==> src/rtl/ysyx_rf_scoreboard_pkg.sv <==
// Shared definitions for the register-file scoreboard.
//   sb_state_t       : scoreboard control state (RUN / FLUSH)
//   NR_REG_DEF       : default number of tracked architectural registers
//   MAX_INFLIGHT_DEF : default limit on outstanding register writes
//   reg_idx_t        : 4-bit architectural register index (RV32E)
package ysyx_rf_scoreboard_pkg;

  typedef enum logic {
    RUN   = 1'b0,
    FLUSH = 1'b1
  } sb_state_t;

  localparam int unsigned NR_REG_DEF       = 16;
  localparam int unsigned MAX_INFLIGHT_DEF = 4;
  localparam int unsigned REG_IDX_W        = 4;

  typedef logic [REG_IDX_W-1:0] reg_idx_t;

endpackage

==> src/rtl/ysyx_sat_cnt.sv <==
// Per-register pending-write counter: saturating up/down with synchronous clear.
//   clk  : clock
//   rst  : asynchronous active-low reset
//   clr  : synchronous clear (highest priority after reset)
//   inc  : count up, held at all-ones
//   dec  : count down, held at zero
//   cnt  : current count
// inc and dec together leave the count unchanged.
module ysyx_sat_cnt #(
  parameter int unsigned CNT_W = 2
) (
  input  logic             clk,
  input  logic             rst,
  input  logic             clr,
  input  logic             inc,
  input  logic             dec,
  output logic [CNT_W-1:0] cnt
);

  always_ff @(posedge clk or negedge rst) begin
    if (!rst) begin
      cnt <= '0;
    end else if (clr) begin
      cnt <= '0;
    end else if (inc && !dec && (cnt != '1)) begin
      cnt <= cnt + 1'b1;
    end else if (dec && !inc && (cnt != '0)) begin
      cnt <= cnt - 1'b1;
    end
  end

endmodule

==> src/rtl/ysyx_rf_scoreboard.sv <==
// Register-file scoreboard: tracks outstanding writes per architectural register,
// stalls issue on unresolved source dependencies and on write-resource limits.
//   clk, rst                 : clock, asynchronous active-low reset
//   iss_valid / iss_ready    : issue handshake from decode
//   iss_wen, iss_rd          : offered instruction writes iss_rd
//   iss_use_rs1/2, iss_rs1/2 : source usage and indices
//   fwd_valid, fwd_rd        : execute-stage result available for bypass
//   cmt_valid, cmt_rd        : write-back retires a write to cmt_rd
//   flush                    : squash all outstanding writes
//   rf_table                 : per-register "write pending" bitmap (bit 0 always 0)
//   hazard                   : offered instruction blocked by a source dependency
//   inflight                 : total outstanding writes
//   err                      : sticky, commit seen for a register with nothing pending
module ysyx_rf_scoreboard
  import ysyx_rf_scoreboard_pkg::*;
#(
  parameter int unsigned NR_REG       = NR_REG_DEF,
  parameter int unsigned CNT_W        = 2,
  parameter int unsigned MAX_INFLIGHT = MAX_INFLIGHT_DEF
) (
  input  logic              clk,
  input  logic              rst,
  input  logic              iss_valid,
  output logic              iss_ready,
  input  logic              iss_wen,
  input  logic [3:0]        iss_rd,
  input  logic              iss_use_rs1,
  input  logic              iss_use_rs2,
  input  logic [3:0]        iss_rs1,
  input  logic [3:0]        iss_rs2,
  input  logic              fwd_valid,
  input  logic [3:0]        fwd_rd,
  input  logic              cmt_valid,
  input  logic [3:0]        cmt_rd,
  input  logic              flush,
  output logic [NR_REG-1:0] rf_table,
  output logic              hazard,
  output logic [2:0]        inflight,
  output logic              err
);

  sb_state_t        state;
  logic [CNT_W-1:0] cnt [NR_REG];
  logic [NR_REG-1:1] inc_v;
  logic [NR_REG-1:1] dec_v;
  logic             wr_blk;
  logic             take;
  logic             iss_fire;
  logic             cmt_live;
  logic             cmt_dec;
  logic             cmt_bad;

  // x0 is hard-wired and never tracked.
  assign cnt[0] = '0;

  for (genvar i = 1; i < NR_REG; i++) begin : g_cnt
    ysyx_sat_cnt #(
      .CNT_W (CNT_W)
    ) u_cnt (
      .clk (clk),
      .rst (rst),
      .clr (flush),
      .inc (inc_v[i]),
      .dec (dec_v[i]),
      .cnt (cnt[i])
    );
  end

  always_comb begin
    rf_table = '0;
    for (int unsigned i = 0; i < NR_REG; i++) begin
      rf_table[i] = (cnt[i] != '0);
    end
  end

  // A pending source is not a hazard if execute is bypassing that very register.
  assign hazard = iss_valid &&
                  ((iss_use_rs1 && rf_table[iss_rs1] && !(fwd_valid && (fwd_rd == iss_rs1))) ||
                   (iss_use_rs2 && rf_table[iss_rs2] && !(fwd_valid && (fwd_rd == iss_rs2))));

  assign wr_blk    = iss_wen && (iss_rd != '0) &&
                     ((cnt[iss_rd] == '1) || (inflight == 3'(MAX_INFLIGHT)));
  assign iss_ready = (state == RUN) && !hazard && !wr_blk;

  // The cycle that raises flush discards any concurrent issue or commit.
  assign take     = (state == RUN) && !flush;
  assign iss_fire = take && iss_valid && iss_ready && iss_wen && (iss_rd != '0);
  assign cmt_live = take && cmt_valid && (cmt_rd != '0);
  assign cmt_dec  = cmt_live && (cnt[cmt_rd] != '0);
  assign cmt_bad  = cmt_live && (cnt[cmt_rd] == '0);

  always_comb begin
    inc_v = '0;
    dec_v = '0;
    if (iss_fire) inc_v[iss_rd] = 1'b1;
    if (cmt_dec)  dec_v[cmt_rd] = 1'b1;
  end

  always_ff @(posedge clk or negedge rst) begin
    if (!rst) begin
      state    <= RUN;
      inflight <= '0;
      err      <= 1'b0;
    end else begin
      state <= flush ? FLUSH : RUN;
      if (flush) begin
        inflight <= '0;
      end else if (iss_fire && !cmt_dec) begin
        inflight <= inflight + 1'b1;
      end else if (cmt_dec && !iss_fire) begin
        inflight <= inflight - 1'b1;
      end
      if (cmt_bad) begin
        err <= 1'b1;
      end
    end
  end

endmodule

==> config.mk <==
export PLATFORM = sky130hd
export DESIGN_NAME = ysyx_rf_scoreboard
export DESIGN_NICKNAME = d
export VERILOG_FILES = /design/src/rtl/ysyx_rf_scoreboard_pkg.sv /design/src/rtl/ysyx_sat_cnt.sv /design/src/rtl/ysyx_rf_scoreboard.sv
export SDC_FILE = /design/constraint.sdc
export NUM_CORES = 1
export LEC_CHECK = 0
export ABC_CLOCK_PERIOD_IN_PS = 4210
export CORE_MARGIN = 2
export CORE_UTILIZATION = 50
export CTS_CLUSTER_SIZE = 24
export DETAILED_ROUTE_END_ITERATION = 6
export DONT_BUFFER_PORTS = 1
export GPL_TIMING_DRIVEN = 0
export PLACE_DENSITY_LB_ADDON = 0.2
export SLEW_MARGIN = 10
export SYNTH_ARGS = -nofsm -noshare
export SYNTH_HDL_FRONTEND = slang
export SYNTH_SLANG_ARGS = --single-unit
==> constraint.sdc <==
create_clock -name clk -period 4.21 [get_ports clk]
set_clock_uncertainty 0.15 [all_clocks]
set_input_delay 0.842 -clock clk [delete_from_list [all_inputs] [get_ports clk]]
set_output_delay 0.842 -clock clk [all_outputs]
set_load 0.01 [all_outputs]
==> flow_summary.yaml <==
worst_setup_path:
  critical_path.max_fanout: 10
  reg2reg_to: "inflight[2]$_DFFE_PN0P_"
  critPathCaptureType: "register"
  arrival_ns: 3.85
  reg2reg_from: "g_cnt[11].u_cnt.cnt[0]$_DFFE_PN0P_"
  r2r_slack_ns: 0.53
  crit_path_start: "cmt_rd[1]"
  critPathKind: "in -> reg"
  r2r_cells: 11
  endpoint: "inflight[2]$_DFFE_PN0P_"
  required_ns: 4.30
  start_kind: "input port"
yosys:
  synthAdderAreaFrac_pct: 0.573
  yosys-top-cells-count: "dfrtp_1, inv_1, nor2_1"
  syn_nets: 429
  synth_top_family_by_area: "compound AO/OA/AOI/OAI gates"
  synth_compound_area_share_pct: 27.0
  synth_top_area_share_pct: 25.1
  synth-xor-area-share_pct: 5.16
  synthFlopType: "dfrtp_1"
  synth_area_per_cell_um2: 8.76
  synth.distinct_cells: 72
  synth_area_leader_cell: "dfrtp_1"
  synth.top_cells.by_area: "dfrtp_1, mux4_2, o2111ai_1"
  yosysWarnings: 0
  syn_area_um2: 3490
  yosys.area_share.simple_pct: 25.0
  ys_ff_latch: 35
  ys_seq_area_share_pct: 25.1
  synth-edff-count: 0
  synthMostInstantiatedCell: "dfrtp_1"
  synthMuxAreaShare_pct: 8.49
  postSynthCellCount: 399
  synthArstFlopShare_pct: 100
timing:
  worstMarginPinSlew_ns: 0.703
  fmax_ghz: 0.266
  max_slew_margin_pct: 53.1
  slew_violations: 0
  timing.final.crit_share_pct: 89.4
  tns_ns: 0
  hold_viol: 0
  setup_viol: 0
  rsz0062_at_grt: "false"
  fin_ws_ns: 0.446
  min_period_ns: 3.76
cts:
  numClockSinks: 35
  post-cts-setup-buffers: 0
  clock-root-buffer: "clkbuf_8"
  insertion_delay_ns: 0.30
  hold_buffers: 0
  path_clk_slew_ns: 0.08
  cts_buffers: 5
  clock_path_buffers: 2
  cts_max_level: 2
  cts_resized: 0
  cts_tree: "yes"
cells_and_area:
  fin_cells: 503
  syn2layout_area_growth_pct: 6.30
  drive_above_1_share_pct: 20.4
  final_util_pct: 54.7
  diodes: 0
  fin_area_um2: 3710
  fill_cells: 633
  fin_nets: 436
placed_design:
  place_ws_ns: 0.222
  port_buffers: 0
  routabilityCongestion: 0.981
  placed_cell_area_um2: 3610
  dp.cells: 495
  hpwl_um: 8790
die:
  die_h_um: 87.6
  io-pin-count: 51
  core_area_um2: 6790
  dieArea_um2: 7670
  std_cell_rows: 30
  die_x_um: 87.6
  initial_utilization_pct: 51.4
global_route:
  grt_max_degree: 36
  first_global_vias: 3369
  globalRouteOverflowTotal: 0
  grt_pass1_wl_um: 18300
  track_usage_pct: 31.8
  antenna_found_initial: 0
drt:
  wire_per_inst_um: 23.6
  vias_per_cell: 6.95
  wl_um: 11900
  route.vias.total: 3498
  dr.pass1.iters: 5
  ant_nets: 0
  drc: 0
  drt-initial-drc-count: 324
power:
  cellPowerDensity_nw_per_um2: 206
  max-vdd-ir-drop_uv: 96.6
  power_leakage_nw: 1.45
outcome:
  status: "finished, final reports clean"
flow_run:
  cap_violations: 0
hold_path:
  holdCritPathClass: "in -> async"
## layout make-up
class | instances | area (um2) | share of cell area [%]
plain buffers | 31 | 205 | 5.53
clock buffers | 8 | 100 | 2.70
multi-input cells | 307 | 2310 | 62.3
inverters | 26 | 97.6 | 2.63
flip-flops and latches | 35 | 876 | 23.6
well taps | 96 | 120 | 3.23
## power by group
part	internal [W]	leakage [nW]	switching [W]	total, W
clock network	0.000150	0.0515	0.000138	0.000287
logic	0.0000457	0.917	0.0000917	0.000137
registers	0.000338	0.481	0.00000333	0.000342
total	0.000534	1.45	0.000233	0.000766
## metal layers
layer | global-route usage [%] | wire length [um] | up-vias
met5 | 0 | 0 | -
met4 | 15.2 | 433 | 0
met3 | 6.88 | 1180 | 38
met2 | 48.2 | 5250 | 216
met1 | 43.2 | 5020 | 1714
li1 | - | - | 1530
## worst max-delay path: stages
cell and delay, ns:
buf_2 0.17, nor3_1 0.07, a2111oi_1 0.60, a2111oi_2 0.13, buf_4 0.22, a21oi_2 0.28, buf_4 0.25, nor2_1 0.07
fa_1 0.42, or4_1 0.49, a21oi_1 0.16, a211o_1 0.12
## stage by stage
stage / hold WS (ns) / power (W)
floorplan: 0.362 / 0.000448
global placement: 0.382 / 0.000481
detailed placement: 0.398 / 0.000482
CTS: 0.0802 / 0.000759
global route: 0.0691 / 0.000792
finish: 0.0768 / 0.000766
## cells in the final DEF, fill, tap and decap left out, types with 3 or more instances in the layout
cell       instances
a2111oi_1          3
a211o_1            3
a21boi_0           5
a21oi_1           16
a21oi_2            4
a311oi_1           3
a31oi_1           17
and2_1             3
and3_1             5
and4_1            10
buf_2             14
buf_4              3
buf_8              4
clkbuf_1           9
clkbuf_8           7
dfrtp_1           35
inv_1             26
mux2_2             5
mux4_2            10
nand2_1           18
nand3_1           19
nand4_1            4
nor2_1            24
nor2b_1           15
nor3_1            17
nor3_2            10
nor3b_1            4
o2111ai_1         13
o2111ai_2          3
o21a_1             3
o21ai_0           12
o21ai_1            7
o31ai_1            5
or2_2              6
xnor2_1            8
xor2_1            10
## kinds of logic after synthesis
kind of cell / count (synthesis)
and+or+nand+nor: 150
muxes: 16
AOI/OAI and AO/OA: 120
adders and majority gates: 1
xor gates and xnor gates: 19
buffers and inverters: 57
DFF: 35
other: 1
## worst min-delay path by stage
stage / start / endpoint / depth (start not counted)
after floorplan: err$_DFFE_PN0P_ / err$_DFFE_PN0P_ / 1
after global placement: err$_DFFE_PN0P_ / err$_DFFE_PN0P_ / 1
after detailed placement: rst / g_cnt[8].u_cnt.cnt[0]$_DFFE_PN0P_ / 0
after CTS: rst / g_cnt[11].u_cnt.cnt[0]$_DFFE_PN0P_ / 0
after global routing: rst / g_cnt[15].u_cnt.cnt[0]$_DFFE_PN0P_ / 0
final: rst / g_cnt[8].u_cnt.cnt[0]$_DFFE_PN0P_ / 0
## flip-flops by register name (all words and copies together), names as in the netlist
name,count
inflight,3
err,1
state,1
g_cnt.u_cnt.cnt,30
(Power assumes the default switching activity.)
